File: src/rtl/cache_pkg.sv
// Shared command encodings and controller state type for the associative cache.
package cache_pkg;

  typedef enum logic [1:0] {
    CMD_NOP   = 2'b00,
    CMD_READ  = 2'b01,
    CMD_WRITE = 2'b10,
    CMD_FLUSH = 2'b11
  } cmd_e;

  typedef enum logic [2:0] {
    S_IDLE,
    S_LOOKUP,
    S_WRITEBACK,
    S_FILL,
    S_FLUSH_SCAN,
    S_FLUSH_WB,
    S_DONE
  } state_e;

endpackage

File: src/rtl/cache_set_array.sv
// Two-way tag/data/valid/dirty/LRU storage: asynchronous compare/read of one set,
// single synchronous write port per entry plus a separate LRU write.
module cache_set_array #(
  parameter int unsigned ramWidth = 8,
  parameter int unsigned addrSize = 8,
  parameter int unsigned setBits  = 3
) (
  input  logic                         clk_i,
  input  logic                         rst_i,
  input  logic [setBits-1:0]           set_i,
  input  logic [addrSize-setBits-1:0]  tag_i,
  output logic                         hit_o,
  output logic                         hitWay_o,
  output logic [1:0]                   valid_o,
  output logic [1:0]                   dirty_o,
  output logic [addrSize-setBits-1:0]  tag0_o,
  output logic [addrSize-setBits-1:0]  tag1_o,
  output logic [ramWidth-1:0]          data0_o,
  output logic [ramWidth-1:0]          data1_o,
  output logic                         lru_o,
  input  logic                         we_i,
  input  logic                         wrWay_i,
  input  logic                         wrValid_i,
  input  logic                         wrDirty_i,
  input  logic [addrSize-setBits-1:0]  wrTag_i,
  input  logic [ramWidth-1:0]          wrData_i,
  input  logic                         lruWe_i,
  input  logic                         lruVal_i
);

  localparam int unsigned SETS = 2 ** setBits;
  localparam int unsigned TW   = addrSize - setBits;

  logic          valid_q [2][SETS];
  logic          dirty_q [2][SETS];
  logic [TW-1:0] tag_q   [2][SETS];
  logic [ramWidth-1:0] data_q [2][SETS];
  logic          lru_q   [SETS];

  logic hit0, hit1;

  always_ff @(posedge clk_i or posedge rst_i) begin
    if (rst_i) begin
      valid_q <= '{default: '0};
      dirty_q <= '{default: '0};
      tag_q   <= '{default: '0};
      data_q  <= '{default: '0};
      lru_q   <= '{default: '0};
    end else begin
      if (we_i) begin
        valid_q[wrWay_i][set_i] <= wrValid_i;
        dirty_q[wrWay_i][set_i] <= wrDirty_i;
        tag_q[wrWay_i][set_i]   <= wrTag_i;
        data_q[wrWay_i][set_i]  <= wrData_i;
      end
      if (lruWe_i) lru_q[set_i] <= lruVal_i;
    end
  end

  always_comb begin
    hit0     = valid_q[0][set_i] && (tag_q[0][set_i] == tag_i);
    hit1     = valid_q[1][set_i] && (tag_q[1][set_i] == tag_i);
    hit_o    = hit0 || hit1;
    hitWay_o = !hit0;
    valid_o  = {valid_q[1][set_i], valid_q[0][set_i]};
    dirty_o  = {dirty_q[1][set_i], dirty_q[0][set_i]};
    tag0_o   = tag_q[0][set_i];
    tag1_o   = tag_q[1][set_i];
    data0_o  = data_q[0][set_i];
    data1_o  = data_q[1][set_i];
    lru_o    = lru_q[set_i];
  end

endmodule

File: src/rtl/assoc_cache_memory.sv
// 2-way set-associative write-back/write-allocate cache with flush, backing-RAM
// req/ready handshake and saturating hit/miss counters.
module assoc_cache_memory
  import cache_pkg::*;
#(
  parameter int unsigned ramWidth = 8,
  parameter int unsigned addrSize = 8,
  parameter int unsigned setBits  = 3,
  parameter int unsigned cntWidth = 16
) (
  input  logic                clk,
  input  logic                clr,
  input  logic                start,
  input  logic [1:0]          cntrl,
  input  logic [addrSize-1:0] addr,
  input  logic [ramWidth-1:0] dataIn,
  output logic [ramWidth-1:0] dataOut,
  output logic                busy,
  output logic                done,
  output logic                hit,
  output logic [addrSize-1:0] memAddr,
  output logic [ramWidth-1:0] memWData,
  output logic                memRead,
  output logic                memWrite,
  input  logic [ramWidth-1:0] memRData,
  input  logic                memReady,
  output logic [cntWidth-1:0] hitCount,
  output logic [cntWidth-1:0] missCount
);

  localparam int unsigned TW = addrSize - setBits;

  state_e              state_q;
  cmd_e                cmd_q;
  logic [addrSize-1:0] addr_q;
  logic [ramWidth-1:0] data_q, dataOut_q, memWData_q;
  logic [addrSize-1:0] memAddr_q;
  logic [setBits:0]    idx_q;
  logic                victim_q, wasHit_q, busy_q, done_q, hit_q, memRead_q, memWrite_q;
  logic [cntWidth-1:0] hitCnt_q, missCnt_q;

  logic                flushing;
  logic [setBits-1:0]  arrSet;
  logic                arrHit, arrHitWay, arrLru;
  logic [1:0]          arrValid, arrDirty;
  logic [TW-1:0]       arrTag0, arrTag1;
  logic [ramWidth-1:0] arrData0, arrData1;
  logic                we, wrWay, wrValid, wrDirty, lruWe, lruVal;
  logic [TW-1:0]       wrTag;
  logic [ramWidth-1:0] wrData;
  logic                vict, fw, entDirty;
  logic [TW-1:0]       entTag, victTag;
  logic [ramWidth-1:0] entData, victData, hitData;

  // During a flush the scan index {set, way} drives the array instead of the command address
  assign flushing = (state_q == S_FLUSH_SCAN) || (state_q == S_FLUSH_WB);
  assign arrSet   = flushing ? idx_q[setBits:1] : addr_q[setBits-1:0];
  assign fw       = idx_q[0];

  cache_set_array #(
    .ramWidth(ramWidth),
    .addrSize(addrSize),
    .setBits (setBits)
  ) u_array (
    .clk_i    (clk),
    .rst_i    (clr),
    .set_i    (arrSet),
    .tag_i    (addr_q[addrSize-1:setBits]),
    .hit_o    (arrHit),
    .hitWay_o (arrHitWay),
    .valid_o  (arrValid),
    .dirty_o  (arrDirty),
    .tag0_o   (arrTag0),
    .tag1_o   (arrTag1),
    .data0_o  (arrData0),
    .data1_o  (arrData1),
    .lru_o    (arrLru),
    .we_i     (we),
    .wrWay_i  (wrWay),
    .wrValid_i(wrValid),
    .wrDirty_i(wrDirty),
    .wrTag_i  (wrTag),
    .wrData_i (wrData),
    .lruWe_i  (lruWe),
    .lruVal_i (lruVal)
  );

  always_comb begin
    vict     = !arrValid[0] ? 1'b0 : (!arrValid[1] ? 1'b1 : arrLru);
    entDirty = arrDirty[fw] && arrValid[fw];
    entTag   = fw ? arrTag1 : arrTag0;
    entData  = fw ? arrData1 : arrData0;
    victTag  = victim_q ? arrTag1 : arrTag0;
    victData = victim_q ? arrData1 : arrData0;
    hitData  = arrHitWay ? arrData1 : arrData0;
  end

  always_comb begin
    we      = 1'b0;
    wrWay   = 1'b0;
    wrValid = 1'b0;
    wrDirty = 1'b0;
    wrTag   = addr_q[addrSize-1:setBits];
    wrData  = data_q;
    lruWe   = 1'b0;
    lruVal  = 1'b0;
    case (state_q)
      S_LOOKUP: if (arrHit) begin
        lruWe  = 1'b1;
        lruVal = !arrHitWay;
        if (cmd_q == CMD_WRITE) begin
          we      = 1'b1;
          wrWay   = arrHitWay;
          wrValid = 1'b1;
          wrDirty = 1'b1;
        end
      end
      S_FILL: if (memRead_q && memReady) begin
        we      = 1'b1;
        wrWay   = victim_q;
        wrValid = 1'b1;
        wrDirty = (cmd_q == CMD_WRITE);
        wrData  = (cmd_q == CMD_WRITE) ? data_q : memRData;
        lruWe   = 1'b1;
        lruVal  = !victim_q;
      end
      S_FLUSH_WB: if (memWrite_q && memReady) begin
        we      = 1'b1;
        wrWay   = fw;
        wrValid = 1'b1;
        wrTag   = entTag;
        wrData  = entData;
      end
      default: ;
    endcase
  end

  always_ff @(posedge clk or posedge clr) begin
    if (clr) begin
      state_q    <= S_IDLE;
      cmd_q      <= CMD_NOP;
      addr_q     <= '0;
      data_q     <= '0;
      idx_q      <= '0;
      victim_q   <= 1'b0;
      wasHit_q   <= 1'b0;
      dataOut_q  <= '0;
      busy_q     <= 1'b0;
      done_q     <= 1'b0;
      hit_q      <= 1'b0;
      memRead_q  <= 1'b0;
      memWrite_q <= 1'b0;
      memAddr_q  <= '0;
      memWData_q <= '0;
      hitCnt_q   <= '0;
      missCnt_q  <= '0;
    end else begin
      done_q <= 1'b0;
      hit_q  <= 1'b0;
      case (state_q)
        S_IDLE: if (start && (cntrl != CMD_NOP)) begin
          addr_q   <= addr;
          data_q   <= dataIn;
          cmd_q    <= cmd_e'(cntrl);
          busy_q   <= 1'b1;
          wasHit_q <= 1'b0;
          idx_q    <= '0;
          state_q  <= (cntrl == CMD_FLUSH) ? S_FLUSH_SCAN : S_LOOKUP;
        end
        S_LOOKUP: begin
          wasHit_q <= arrHit;
          if (arrHit) begin
            if (cmd_q == CMD_READ) dataOut_q <= hitData;
            if (hitCnt_q != '1) hitCnt_q <= hitCnt_q + cntWidth'(1);
            state_q <= S_DONE;
          end else begin
            if (missCnt_q != '1) missCnt_q <= missCnt_q + cntWidth'(1);
            victim_q <= vict;
            state_q  <= (arrValid[vict] && arrDirty[vict]) ? S_WRITEBACK : S_FILL;
          end
        end
        S_WRITEBACK: if (!memWrite_q) begin
          memWrite_q <= 1'b1;
          memAddr_q  <= {victTag, addr_q[setBits-1:0]};
          memWData_q <= victData;
        end else if (memReady) begin
          memWrite_q <= 1'b0;
          state_q    <= S_FILL;
        end
        S_FILL: if (!memRead_q) begin
          memRead_q <= 1'b1;
          memAddr_q <= addr_q;
        end else if (memReady) begin
          memRead_q <= 1'b0;
          if (cmd_q == CMD_READ) dataOut_q <= memRData;
          state_q <= S_DONE;
        end
        S_FLUSH_SCAN: begin
          if (entDirty) state_q <= S_FLUSH_WB;
          else if (idx_q == '1) state_q <= S_DONE;
          else idx_q <= idx_q + (setBits + 1)'(1);
        end
        S_FLUSH_WB: if (!memWrite_q) begin
          memWrite_q <= 1'b1;
          memAddr_q  <= {entTag, idx_q[setBits:1]};
          memWData_q <= entData;
        end else if (memReady) begin
          memWrite_q <= 1'b0;
          if (idx_q == '1) state_q <= S_DONE;
          else begin
            idx_q   <= idx_q + (setBits + 1)'(1);
            state_q <= S_FLUSH_SCAN;
          end
        end
        S_DONE: begin
          done_q  <= 1'b1;
          hit_q   <= wasHit_q;
          busy_q  <= 1'b0;
          state_q <= S_IDLE;
        end
        default: state_q <= S_IDLE;
      endcase
    end
  end

  assign dataOut   = dataOut_q;
  assign busy      = busy_q;
  assign done      = done_q;
  assign hit       = hit_q;
  assign memAddr   = memAddr_q;
  assign memWData  = memWData_q;
  assign memRead   = memRead_q;
  assign memWrite  = memWrite_q;
  assign hitCount  = hitCnt_q;
  assign missCount = missCnt_q;

endmodule

File: config.mk
export PLATFORM = sky130hd
export DESIGN_NAME = assoc_cache_memory
export DESIGN_NICKNAME = d
export VERILOG_FILES = /design/src/rtl/cache_pkg.sv /design/src/rtl/cache_set_array.sv /design/src/rtl/assoc_cache_memory.sv
export SDC_FILE = /design/constraint.sdc
export NUM_CORES = 1
export LEC_CHECK = 0
export ABC_CLOCK_PERIOD_IN_PS = 15300
export CAP_MARGIN = 20
export CORE_UTILIZATION = 40
export CTS_BUF_LIST = sky130_fd_sc_hd__clkbuf_2
export CTS_CLUSTER_SIZE = 40
export DETAILED_ROUTE_END_ITERATION = 8
export PLACE_DENSITY = 0.63
export SETUP_SLACK_MARGIN = 0.05
export SYNTH_ARGS = -nofsm -noshare
export SYNTH_HDL_FRONTEND = slang
export SYNTH_SLANG_ARGS = --single-unit
export TNS_END_PERCENT = 10
File: constraint.sdc
create_clock -name clk -period 15.3 [get_ports clk]
set_input_delay 2.295 -clock clk [delete_from_list [all_inputs] [get_ports clk]]
set_output_delay 2.295 -clock clk [all_outputs]
set_load 0.005 [all_outputs]
==> run_results.csv, run 1 <==
group,metric,value,unit
clock_tree,clock_latency,940,ps
yosys,synth_compound_area_frac,0.1185,
yosys,synthesis.area,16550,um^2
yosys,synth_top_flop_cell,"dfrtp_1",
timing,worstMarginPinSlew,1165,ps
drt,detail_route.wl_per_cell,21.61,um
clock_tree,cts.sinks,336,
power_and_ir_drop,max-vdd-ir-drop,0.07140,mV
layout,syn2layout_area_growth,13.57,%
power_and_ir_drop,swShare,0.4216,
yosys,ys_seq_area_frac,0.5079,
yosys,synth_cells,1387,
clock_tree,cts_hold_buf,0,
worst_setup_path,start_kind,"register",
drt,drt_iter0_markers,992,
die,core_area,40830,um^2
placement,portBuffers,90,
run_status,status,"finished, final reports clean",
power_and_ir_drop,power_frac_clock,0.163,
die,start_util,0.4054,
drt,drc,0,
global_routing,grt_pass1_wl,70210,um
yosys,synthMuxAreaShare,0.2271,
timing,clock_skew,91.45,ps
worst_setup_path,cp_max_fo,38,
global_routing,grt_pass1_vias,11970,
worst_setup_path,max_stage_delay,980,ps
drt,wl,45620,um
die,die_area,42200,um^2
yosys,yosysWarnings,0,
placement,dp_hpwl,29880,um
power_and_ir_drop,p_int,2088,uW
drt,drt_first_pass_iters,5,
global_routing,grt_max_degree,127,
power_and_ir_drop,powerDensity,192.0,nW/um^2
yosys,synth_edf_count,0,
drt,routed.top_layer,"met4",
power_and_ir_drop,p_switching,1522,uW
worst_setup_path,cp_slowest_cell,"or4_1",
global_routing,antenna_found_initial,2,
power_and_ir_drop,total_power,3610,uW
drt,num_vias,12150,
clock_tree,h-tree-depth,3,
layout,drive_gt1_frac,0.2682,
layout,nFillCells,3796,
placement,gp_congestion,0.8383,
die,pin_count,91,
clock_tree,clock_path_buffers,3,
worst_setup_path,worstPathArrival,7020,ps
timing,hold_viol,0,
yosys,synth_area_per_cell,11.93,um^2
global_routing,grt.total_usage,0.2172,
timing,grt_setup_unrepaired,"no",
worst_setup_path,crit_type,"reg -> reg",
drt,ant_nets,0,
clock_tree,cts_buffers,86,
yosys,synth_top_family_by_area,"multiplexers",
yosys,synth_simple_gate_area_frac,0.09456,
timing,finalSetupViolCount,0,
drt,route.met3.wl,2895,um
clock_tree,clkTransAtPathRegs,100,ps
job,maxCapViolations,0,
worst_setup_path,cp-end-kind,"register",
die,die_w,205.4,um
die,row_count,74,
timing,period_share,0.4093,
yosys,yosys.area_share.adder,0.002268,
yosys,syn_nets,1420,
power_and_ir_drop,pwr-share-comb,0.457,
global_routing,grt-ovfl-total,0,
timing,maxSlewHeadroom,0.2163,
clock_tree,post_cts_resized,0,
clock_tree,post-cts-setup-buffers,0,
clock_tree,cts_tree,"built",
yosys,synth_seq_cells,336,
clock_tree,cts-root-buf,"clkbuf_2",
yosys,yosysUniqueCellTypes,81,
yosys,async_reset_ff_frac,1.000,
timing,fin_crit,6262,ps
drt,vias_per_cell,5.754,
die,die_y,205.4,um
timing,drv_slew,0,
layout,nets,1552,
worst_setup_path,worstPathRequired,16050,ps
power_and_ir_drop,p_leak,0.008527,uW
yosys,synth_xor_area_frac,0.01799,
worst_hold_path,hp-class,"reg -> reg",
timing,fmax,0.1597,GHz
drt,wirelength_met1,20430,um
power_and_ir_drop,pwr-share-seq,0.381,
drt,route.met2.wl,21480,um
timing,fin_tns_setup,0,ps
worst_setup_path,worstPathCellList,"and2b_4 > o31a_1 > buf_4 > a211oi_1 > a2111oi_0 > xor2_1 > or4_1 > o311a_4 > nor3_4 > mux2_1",
-- critical path: cells and delay by family (launching register included) --
kind / cells / cell delay [ps]
simple gates: 3 / 2440
compound gates: 4 / 1860
flops: 1 / 910
mux: 1 / 390
buf+inv: 1 / 310
xor+xnor: 1 / 170
-- synth_stat cells (8+ instances only) --
library cell | number | area share
xor2_1 | 11 | 0.0058
o211a_1 | 14 | 0.0085
nor3_1 | 9 | 0.0027
a211oi_1 | 10 | 0.0045
and2_1 | 11 | 0.0042
dfrtp_1 | 336 | 0.51
clkbuf_1 | 32 | 0.0073
o21ai_0 | 51 | 0.015
a221oi_1 | 10 | 0.0053
a21oi_1 | 26 | 0.0079
mux2_2 | 181 | 0.12
mux2i_1 | 83 | 0.050
nand2_1 | 93 | 0.021
a31oi_1 | 16 | 0.0060
inv_1 | 15 | 0.0034
mux2_1 | 63 | 0.043
a22oi_1 | 48 | 0.022
nand4_1 | 11 | 0.0042
nor2_1 | 69 | 0.016
or2_2 | 16 | 0.0060
and3_1 | 22 | 0.0083
o32a_1 | 8 | 0.0048
xnor2_1 | 23 | 0.012
o221ai_1 | 8 | 0.0042
mux2_4 | 9 | 0.0082
nor3_4 | 8 | 0.0079
buf_2 | 25 | 0.0076
buf_1 | 22 | 0.0050
buf_4 | 11 | 0.0050
nand3_1 | 27 | 0.0082
-- sequential cells by signal, summed over array words and instances (netlist names), 2 cells and up --
signal           count
idx_q                4
cmd_q                2
u_array.dirty_q     16
data_q               8
u_array.valid_q     16
u_array.lru_q        8
state_q              3
memWData             8
missCount           16
dataOut              8
u_array.data_q     128
addr_q               8
u_array.tag_q       80
hitCount            16
memAddr              8
-- power groups by stage --
stage          Sequential, uW  Combinational, uW  Clock (uW)
6_report                 1370               1650         587
5_1_grt                  1410               1770         657
4_1_cts                  1370               1630         608
3_5_place_dp             1390               1620           0
3_3_place_gp             1380               1590           0
2_1_floorplan            1310               1120           0
-- through the flow --
stage / instance area, um^2 / setup slack [ps] / std cells / util / hold slack [ps]
final: 18800 / 9038 / 2111 / 0.4604 / 475.9
after global routing: 18800 / 8827 / 2111 / 0.4604 / 499.2
after CTS: 18740 / 9176 / 2104 / 0.4589 / 475.4
after detailed placement: 18010 / 9175 / 1958 / 0.4412 / 452.1
after global placement: 17990 / 9215 / 1956 / 0.4407 / 446.5
after floorplan: 16550 / 3695 / 1387 / - / 433.8
-- layout make-up --
type,instances,area [um^2],share of cell area
Inverter,16,67.56,0.003594
Antenna cell,2,5.005,0.0002662
Sequential cell,336,8408,0.4473
Timing Repair Buffer,139,1292,0.06875
Tap cell,532,665.6,0.03541
Multi-Input combinational cell,940,7637,0.4063
Clock inverter,19,87.58,0.004659
Clock buffer,127,635.6,0.03381
-- cells by family after synthesis --
family	after synthesis
AO/OA/AOI/OAI	264
XOR/XNOR	34
adder cells (fa/ha/maj)	3
buffers and inverters	111
flip-flops	336
multiplexers	338
AND/OR/NAND/NOR	301
-- worst paths after layout --
kind,to,start,slack [ps],cells past startpoint
worst max-delay path,u_array.tag_q[45],state_q[2],9040,10
worst min-delay path,u_array.valid_q[5],u_array.valid_q[5],480,1
worst max register to register,u_array.tag_q[45],state_q[2],9040,10
worst min register to register,u_array.valid_q[5],u_array.valid_q[5],480,1
max in group asynchronous,u_array.data_q[19],clr,11820,3
min in group asynchronous,u_array.tag_q[29],clr,1920,2
-- cell usage in the layout, fill, tap and decap left out, types with 26 or more instances in the layout --
cell	netlist	final
mux2i_1	83	83
nand2_1	93	93
clkbuf_2	1	127
clkdlybuf4s50_1	0	90
a21oi_1	26	26
o21ai_0	51	47
mux2_1	63	63
a22oi_1	48	48
mux2_2	181	181
buf_4	11	47
nor2_1	69	67
nand3_1	27	27
dfrtp_1	336	336
-- layer usage --
| metal | vias to the layer above | track usage |
|---|---|---|
| met5 | - | 0 |
| met4 | 0 | 0.07302 |
| met3 | 50 | 0.04957 |
| met2 | 416 | 0.3441 |
| met1 | 6248 | 0.2923 |
| li1 | 5433 | - |
No activity file was read; power rests on OpenSTA's default activity.
==> inputs of run 2 (changes only) <==
- ABC_CLOCK_PERIOD_IN_PS: 15300 -> 5400
- PLACE_DENSITY: 0.63 -> 0.65
- clock period: 15.3 -> 5.4 ns (I/O delays scaled with it)
==> run 2 against run 1 <==
Sequential cell count unchanged. Hold slack got worse by 76 ps. Sequential power increased to 2.9 times the previous value. Power increased to 2.9 times the previous value. Clock-buffer cell count increased by 7. Cell count increased by 1.5%.
==> run_results.csv, run 2 (same netlist as run 1, synthesis figures left out) <==
group,metric,value,unit
placement,place_inst,1988,
timing,period_share,0.9234,
placement,gp_congestion,0.8663,
clock_tree,clock_latency,930,ps
global_routing,grt.total_usage,0.2152,
drt,num_vias,12250,
placement,place_ws,474.5,ps
clock_tree,post-cts-setup-buffers,0,
drt,wl,44700,um
power_and_ir_drop,p_int,6047,uW
clock_tree,cts.sinks,336,
die,die_y,205.4,um
timing,fin_crit,4986,ps
die,die_w,205.4,um
power_and_ir_drop,powerDensity,542.6,nW/um^2
layout,layout_common_cells,"dfrtp_1 (336), mux2_2 (181), clkbuf_2 (134)",
layout,top_regs,"u_array.data_q (128), u_array.tag_q (80)",
layout,syn2layout_area_growth,15.15,%
worst_hold_path,hp-class,"in -> async",
clock_tree,cts_buffers,88,
worst_setup_path,crit_path_end,"u_array.data_q[122]",
worst_setup_path,cp-end-kind,"register",
placement,portBuffers,90,
clock_tree,post_cts_resized,0,
drt,drt_first_pass_iters,5,
die,die_area,42200,um^2
layout,nets,1580,
layout,largest_reg_flops,128,
drt,drt_iter0_markers,928,
power_and_ir_drop,p_switching,4296,uW
worst_setup_path,worstPathArrival,5790,ps
drt,drc,0,
drt,vias_per_cell,5.719,
timing,finalSetupViolCount,0,
timing,clock_skew,54.63,ps
worst_setup_path,rr_endpoint,"u_array.data_q[122]",
timing,maxSlewHeadroom,0.3257,
timing,hold_viol,0,
power_and_ir_drop,swShare,0.4154,
global_routing,grt-ovfl-total,0,
timing,fmax,0.2005,GHz
power_and_ir_drop,max-vdd-ir-drop,0.1924,mV
worst_setup_path,worstPathRequired,6200,ps
clock_tree,h-tree-depth,3,
worst_setup_path,ff2ff_path_depth,12,
layout,finalNonFillerCells,2142,
clock_tree,cts_hold_buf,0,
power_and_ir_drop,p_leak,0.008695,uW
drt,ant_nets,0,
die,core_area,40830,um^2
run_status,status,"finished, final reports clean",
timing,worstMarginPinSlew,1010,ps
layout,drive_gt1_frac,0.2817,
die,row_count,74,
global_routing,grt_max_degree,154,
worst_setup_path,start_kind,"register",
clock_tree,clock_path_buffers,3,
power_and_ir_drop,pwr-share-comb,0.451,
global_routing,grt_pass1_vias,12460,
global_routing,antenna_found_initial,2,
timing,setup_ws,413.6,ps
layout,top_register,"u_array.data_q",
drt,detail_route.wl_per_cell,20.87,um
job,maxCapViolations,0,
die,start_util,0.4054,
worst_setup_path,cp_max_fo,15,
worst_setup_path,r2r_slack,410,ps
timing,grt_setup_unrepaired,"no",
worst_setup_path,startpoint,"state_q[1]",
clock_tree,cts_tree,"built",
worst_setup_path,reg2reg_from,"state_q[1]",
die,pin_count,91,
clock_tree,clkTransAtPathRegs,110,ps
timing,drv_slew,0,
worst_setup_path,crit_type,"reg -> reg",
timing,fin_tns_setup,0,ps
layout,final_common_cell,"dfrtp_1",
clock_tree,cts-root-buf,"clkbuf_2",
power_and_ir_drop,power_frac_clock,0.169,
placement,dp_hpwl,29940,um
global_routing,grt_pass1_wl,70550,um
power_and_ir_drop,pwr-share-seq,0.380,
run 2: cell types whose count changed in the layout (fill, tap and decap cells not counted), moves of 2 or more:
| cell | delta |
|---|---|
| buf_4 | +23 |
| clkinv_2 | -2 |
| clkbuf_2 | +7 |
| o21ai_1 | -2 |
| buf_12 | +4 |
| o21ai_0 | +2 |
run 2: power groups by stage:
stage               clock [uW]  combinational [uW]  sequential, uW
floorplan                    0                3170            3720
global placement             0                4530            3930
detailed placement           0                4600            3970
CTS                       1800                4630            3920
global route              1920                5020            4040
finish                    1750                4660            3940
run 2: through the flow:
step | util | power [uW] | cell area (um^2) | hold slack (ps)
final | 0.4668 | 10340 | 19060 | 400.1
after global routing | 0.4668 | 10980 | 19060 | 417.3
after CTS | 0.4665 | 10340 | 19050 | 342.9
after detailed placement | 0.4476 | 8567 | 18280 | 456.0
after global placement | 0.4475 | 8459 | 18270 | 452.6
after floorplan | - | 6886 | 16560 | 433.8
run 2: metal layers:
layer  routed length, um  GRT usage  up-vias  share of wire
li1                    -          -     5494              -
met3                2489    0.04023       81          0.056
met1               20070     0.2877     6268           0.45
met5                   0          0        -              0
met2               21200     0.3494      408           0.47
met4                 945    0.07354        0          0.021
run 2: area by class of cell:
type	instances	area, um^2
Fill cell	3779	21770
Sequential cell	336	8408
Multi-Input combinational cell	940	7636
Timing Repair Buffer	165	1511
Clock buffer	134	670.6
Tap cell	532	665.6
Clock inverter	17	100.1
Inverter	16	63.81
Antenna cell	2	5.005
run 2: worst max-delay path, stage by stage, from the launching register on:
cell       delay (ps)
dfrtp_1           610
and2b_4           300
o21ai_2           490
buf_4             290
mux2i_1           100
a2111oi_0         630
buf_4             240
xor2_1             50
or4_1             530
o311a_4           510
nor3_4            540
buf_12            230
mux2_2            330
run 2: how the worst min path moves through the flow:
| stage | from | end | cells after the start |
|---|---|---|---|
| 3_3_place_gp | u_array.valid_q[3] | u_array.valid_q[3] | 1 |
| 5_1_grt | clr | u_array.data_q[124] | 2 |
| 6_report | clr | data_q[2] | 2 |
| 4_1_cts | clr | u_array.data_q[123] | 2 |
| 2_1_floorplan | u_array.valid_q[4] | u_array.valid_q[4] | 1 |
| 3_5_place_dp | u_array.valid_q[7] | u_array.valid_q[7] | 1 |
==> inputs of run 3 (changes only) <==
- DONT_BUFFER_PORTS: unset -> 1
- PLACE_DENSITY: 0.65 -> 0.62
==> run 3 against run 2 <==
Wire length hardly changed. Cell count is 2.9% lower. Clock skew is 4.3 ps higher. Non-clock buffer count is 61 lower. Critical path depth is 1 higher. Largest power group unchanged.
==> run_results.csv, run 3 (same netlist as run 1, synthesis figures left out) <==
group,metric,value,unit
die,start_util,0.4054,
die,pin_count,91,
timing,finalSetupViolCount,0,
global_routing,grt_pass1_vias,12190,
layout,nets,1517,
worst_setup_path,reg2reg_from,"state_q[2]",
power_and_ir_drop,powerDensity,550.9,nW/um^2
power_and_ir_drop,total_power,10170,uW
timing,worstMarginPinSlew,1073,ps
clock_tree,cts_tree,"built",
global_routing,grt_max_degree,143,
power_and_ir_drop,p_leak,0.008482,uW
drt,num_vias,11910,
layout,seq_area,8408,um^2
clock_tree,post-cts-setup-buffers,0,
drt,detail_route.wl_per_cell,21.50,um
layout,drive_gt1_frac,0.2898,
worst_setup_path,cp-end-kind,"register",
timing,grt_setup_unrepaired,"no",
power_and_ir_drop,pwr-share-seq,0.389,
power_and_ir_drop,pwr-share-comb,0.434,
clock_tree,clkTransAtPathRegs,90,ps
worst_setup_path,crit_type,"reg -> reg",
worst_hold_path,hold_depth,1,
worst_setup_path,worstPathRequired,6170,ps
global_routing,grt-ovfl-total,0,
clock_tree,cts.sinks,336,
worst_setup_path,r2r_slack,560,ps
clock_tree,cts-root-buf,"clkbuf_2",
placement,portBuffers,0,
worst_setup_path,worstPathArrival,5610,ps
timing,period_share,0.8964,
timing,fmax,0.2066,GHz
layout,nFillCells,3760,
global_routing,antenna_found_initial,1,
clock_tree,clock_latency,930,ps
worst_setup_path,start_kind,"register",
timing,drv_slew,0,
worst_setup_path,ff2ff_path_depth,13,
clock_tree,h-tree-depth,3,
die,die_y,205.4,um
drt,drt_first_pass_iters,5,
die,die_w,205.4,um
global_routing,grt.total_usage,0.2150,
clock_tree,clock_path_buffers,3,
die,die_area,42200,um^2
placement,gp_congestion,0.8480,
die,core_area,40830,um^2
layout,top_regs,"u_array.data_q (128), u_array.tag_q (80)",
power_and_ir_drop,power_frac_clock,0.177,
worst_setup_path,rr_endpoint,"u_array.data_q[39]",
layout,final_common_cell,"dfrtp_1",
clock_tree,cts_buffers,86,
layout,top_register,"u_array.data_q",
layout,largest_reg_flops,128,
timing,fin_worst_hold_slack,70.37,ps
power_and_ir_drop,swShare,0.4199,
timing,fin_crit,4841,ps
layout,syn2layout_area_growth,11.52,%
placement,dp_hpwl,29960,um
timing,clock_skew,58.96,ps
drt,vias_per_cell,5.727,
worst_hold_path,hp-class,"in -> reg",
timing,hold_viol,0,
worst_hold_path,min_to,"addr_q[3]",
layout,multiInputGateArea,7641,um^2
drt,drt_iter0_markers,941,
run_status,status,"finished, final reports clean",
worst_hold_path,hold_start,"addr[3]",
timing,maxSlewHeadroom,0.2829,
job,maxCapViolations,0,
global_routing,grt_pass1_wl,70500,um
worst_setup_path,cp_max_fo,16,
drt,ant_nets,0,
timing,fin_tns_setup,0,ps
layout,layout_common_cells,"dfrtp_1 (336), mux2_2 (181), clkbuf_2 (123)",
clock_tree,cts_hold_buf,25,
drt,wl,44690,um
die,row_count,74,
power_and_ir_drop,p_switching,4270,uW
drt,drc,0,
power_and_ir_drop,p_int,5900,uW
power_and_ir_drop,max-vdd-ir-drop,0.2277,mV
clock_tree,post_cts_resized,0,
-- run 3: cell types whose count changed in the layout (fill, tap and decap cells not counted), moves of 2 or more --
cell             delta
clkbuf_2           -11
clkinv_1            +6
inv_2               +2
o21ai_1             -2
dlygate4sd3_1      +25
bufinv_16           +2
buf_4               +5
clkdlybuf4s50_1    -90
o21ai_0             +2
-- run 3: worst max-delay path by stage --
stage / startpoint / endpoint / slack [ps] / depth (start not counted)
floorplan: clr / addr_q[0] / 100 / 1
finish: state_q[2] / u_array.data_q[39] / 560 / 13
CTS: state_q[2] / u_array.data_q[24] / 670 / 13
global placement: state_q[2] / u_array.data_q[27] / 730 / 13
global route: state_q[2] / u_array.data_q[43] / 390 / 13
detailed placement: state_q[2] / u_array.data_q[38] / 680 / 13
-- run 3: final cells by class --
class                   instances  share of cell area
diodes                          1           0.0001356
clock buffers                 123             0.03335
clock inverters                27             0.01010
inverters                      16            0.003457
multi-input cells             940              0.4139
flip-flops and latches        336              0.4555
well taps                     532             0.03606
repair buffers                104             0.04751
-- run 3: stage by stage --
stage / util / cell area [um^2] / cells / setup slack, ps
floorplan: - / 16560 / 1387 / 99.41
global placement: 0.4262 / 17400 / 1902 / 726.2
detailed placement: 0.4263 / 17410 / 1903 / 682.5
CTS: 0.4520 / 18460 / 2078 / 670.8
global route: 0.4521 / 18460 / 2079 / 392.4
finish: 0.4521 / 18460 / 2079 / 559.4
-- run 3: critical path, stage by stage, from the launching register on --
cell	delay (ps)
dfrtp_1	650
nand2b_1	300
buf_4	300
a31oi_1	200
buf_4	290
o221ai_1	160
a222oi_1	740
xor2_1	160
nor4_1	660
a31oi_2	230
buf_4	230
nor2_1	100
buf_4	310
mux2_2	370
-- run 3: power by group through the flow --
stage / clock network, uW / registers [uW] / logic, uW
after floorplan: 0 / 3720 / 3170
after global placement: 0 / 3960 / 4280
after detailed placement: 0 / 3990 / 4350
after CTS: 1860 / 3940 / 4380
after global routing: 2000 / 4070 / 4770
final: 1800 / 3960 / 4420
-- run 3: layer usage --
layer,GRT usage,up-vias,wire (um)
met5,0,-,0
met1,0.2885,6073,20120
met3,0.04292,67,2616
met2,0.3481,406,21110
met4,0.06746,0,845
li1,-,5360,-
==> RTL edit 1, RTL diff (settings of run 1) <==
Change the parameter `cntWidth` from 16 to 12.
--- a/src/rtl/assoc_cache_memory.sv
+++ b/src/rtl/assoc_cache_memory.sv
@@ -6,7 +6,7 @@
   parameter int unsigned ramWidth = 8,
   parameter int unsigned addrSize = 8,
   parameter int unsigned setBits  = 3,
-  parameter int unsigned cntWidth = 16
+  parameter int unsigned cntWidth = 12
 ) (
   input  logic                clk,
   input  logic                clr,
Interface: changed (resized hitCount and missCount); port bits go from 91 to 83. No check against the original RTL was run, so the function may have changed too.
==> RTL edit 1 against run 1 <==
- sequential share of layout area is 0.97 points lower
- cell area is 0.22% lower
- synthesized cell count is 1.2% lower
- area after synthesis is 0.31% higher
- sequential cell count fell by 8
- clock power hardly changed
- total power rose by 3.1%
- wire length rose by 1.3%
- setup slack improved by 640 ps
- largest cell class unchanged
- largest power group unchanged
==> RTL edit 1: results <==
group,metric,value,unit
yosys,synthTopCellsByArea,"dfrtp_1 (49%), mux2_2 (14%), mux2_4 (6.5%)",
clock_network,cts_buffers,84,
route,routed_wirelength,46.21,mm
route,met3WireLength,2.512,mm
setup_path,arrival,6490,ps
yosys,synth_cell_types,74,
place,dpl-instance-area,17980,µm²
setup_path,cp_max_fo,37,
place,portBuffers,82,
min_path,min_path_cells,2,
global_route,grt_util_all_layers,22.33,%
power_and_ir_drop,intPower,0.002121,W
layout,final_nets,1520,
route,wl_met1,20.83,mm
layout,drive_gt1_share,31.19,%
global_route,grt_pass1_vias,12250,
global_route,grt.met2_usage,35.62,%
global_route,use_met3,4.545,%
layout,top_regs,"u_array.data_q: 128 flops, u_array.tag_q: 80 flops",
clock_network,clkTransAtPathRegs,100,ps
route,top_layer_used,"met4",
clock_network,clock_path_buffers,3,
min_path,hold_path_class,"reg2reg",
setup_path,reg2reg_from,"state_q[2]",
route,wl_met2,21.93,mm
yosys,syn_avg_cell_area,12.12,µm²
global_route,grt_pass1_wl,71.95,mm
route,drt_iter0_markers,915,
timing,skew,107.9,ps
timing,max-slew-margin-rel,28.49,%
place,place_inst,1929,
setup_path,r2r_cells,12,
power_and_ir_drop,comb_power,0.00177,W
timing,post-route-min-period,5622,ps
clock_network,cts_setup_buffers,0,
clock_network,clock_latency,1020,ps
clock_network,htreeDepth,3,
power_and_ir_drop,vdd_ir_drop_max,0.1205,mV
power_and_ir_drop,leakage,8.752,nW
setup_path,reg2reg_slack,9680,ps
route,wl_per_cell,22.26,µm
place,dpl.hpwl,29.46,mm
timing,hold_ws,449.9,ps
global_route,use_met1,30.42,%
global_route,grt_antenna_before_repair,2,
global_route,grt_start_max_net_pins,95,
power_and_ir_drop,switchingPower,0.001602,W
yosys,ys_seq_area_share,49.43,%
yosys,syn-num-nets,1403,
power_and_ir_drop,sequentialPowerShare,36.6,%
setup_path,critical_path.endpoint,"u_array.data_q[89]",
setup_path,cp-start-kind,"flop",
run_status,status,"complete, no violations",
route,via_per_inst,5.827,
yosys,synth_common_cells,"dfrtp_1 (328), mux2_2 (205), mux2i_1 (74)",
[RTL edit 1: layout make-up]
cell class              instances  area (µm²)
diodes                          2       5.005
clock buffers                 116       580.6
clock inverters                25       135.1
fillers                      3823       22170
inverters                      23       93.84
multi-input cells             919        7850
flip-flops and latches        328        8208
well taps                     532       665.6
repair buffers                131        1220
[RTL edit 1: logic make-up (layout without fill, tap and decap cells)]
family	after synthesis	after routing	share of synthesized area, %
AOI/OAI and AO/OA	267	267	12.48
DFF	328	328	49.43
xor gates and xnor gates	26	26	1.371
other	0	2	0
muxes	351	351	24.87
and+or+nand+nor	272	272	8.123
buffers and inverters	123	295	3.496
adders and majority gates	3	3	0.2261
[RTL edit 1: worst max-delay path, stage by stage (launching register included)]
cell and delay (ps):
dfrtp_1 730, and2b_1 240, buf_4 460, o21a_1 840, nor3_1 170, a211oi_1 650
xnor2_1 190, nor3_2 180, buf_4 280, a41oi_1 380, nor2_1 760, buf_4 310
mux2_2 340
==> RTL edit 2, RTL diff (settings of run 1) <==
Without the edit above. Re-encode `state_e` (7 states) as Gray code, 3 bits wide.
--- a/src/rtl/cache_pkg.sv
+++ b/src/rtl/cache_pkg.sv
@@ -9,13 +9,13 @@
   } cmd_e;
 
   typedef enum logic [2:0] {
-    S_IDLE,
-    S_LOOKUP,
-    S_WRITEBACK,
-    S_FILL,
-    S_FLUSH_SCAN,
-    S_FLUSH_WB,
-    S_DONE
+    S_IDLE       = 3'b000,
+    S_LOOKUP     = 3'b001,
+    S_WRITEBACK  = 3'b011,
+    S_FILL       = 3'b010,
+    S_FLUSH_SCAN = 3'b110,
+    S_FLUSH_WB   = 3'b111,
+    S_DONE       = 3'b101
   } state_e;
 
 endpackage
Behaviour: no difference found for any inputs over 4 cycles, from zero or initial values; so few cycles prove little.
==> RTL edit 2 against run 1 <==
- the flow now finishes with violations (DRC)
- area after synthesis grew 0.93%
- via count rose by 2.2%
- total power shrank 1.3%
- maximum frequency fell by 5.6%
- wire length up 4.0%
- synthesized cell count increased by 5.6%
- cell area shrank 0.19%
- global-route usage is 0.96 points higher
- setup slack lost 370 ps
- sequential cell count is the same
- combinational power is 4% lower
==> RTL edit 2: results <==
group,metric,value,unit
yosys,synthTopCellsByArea,"dfrtp_1 (50%), mux2_2 (12%), mux2_4 (6.5%)",
yosys,synth_common_cells,"dfrtp_1 (336), mux2_2 (181), nand2_1 (155)",
yosys,synthXorXnorAreaFrac,1.992,%
run_status,violations,"DRC",
yosys,syn-num-nets,1498,
setup_path,reg2reg_slack,8670,ps
place,dp_slack,8789,ps
global_route,grt_util_all_layers,22.68,%
layout,final_nets,1598,
setup_path,cp_slowest_cell,"nand2_4",
route,remaining_drc_errors,6,
clock_network,cts_buffers,88,
timing,skew,83.33,ps
setup_path,arrival,7410,ps
run_status,status,"finished, violations left",
setup_path,cpPeakStageDelay,1030,ps
global_route,grt_start_max_net_pins,147,
route,drt_iter0_markers,1039,
route,via_per_inst,5.775,
min_path,hold_end,"u_array.valid_q[7]",
yosys,synth-compound-area-share,12.71,%
place,dpl-instance-area,17990,µm²
yosys,synthMuxAreaShare,19.57,%
power_and_ir_drop,comb_power,0.00158,W
yosys,synth_cell_types,78,
route,vias,12410,
global_route,grt_antenna_before_repair,1,
place,place_congestion,0.9160,
-- RTL edit 2: cell types whose count changed in the layout (fill, tap and decap cells not counted), sizes merged, moves of 20 or more --
cell / delta
a22oi: -24
mux2i: -68
nand2: +63
buf: -20
a21oi: +34
-- RTL edit 2: routing by layer --
| metal | track usage [%] | vias up | wire, µm |
|---|---|---|---|
| met4 | 10.16 | 0 | 1715 |
| li1 | - | 5542 | - |
| met2 | 34.52 | 470 | 21680 |
| met5 | 0 | - | 0 |
| met3 | 4.383 | 117 | 3164 |
| met1 | 31.25 | 6281 | 20880 |
-- RTL edit 2: layout make-up --
| class | count | area, µm² |
|---|---|---|
| fill | 3807 | 22250 |
| antenna | 1 | 2.502 |
| clock inverter | 12 | 88.84 |
| clock buffer | 129 | 645.6 |
| inverter | 19 | 78.83 |
| tap | 532 | 665.6 |
| multi-input combinational | 1000 | 7735 |
| timing repair buffer | 120 | 1139 |
| sequential | 336 | 8408 |
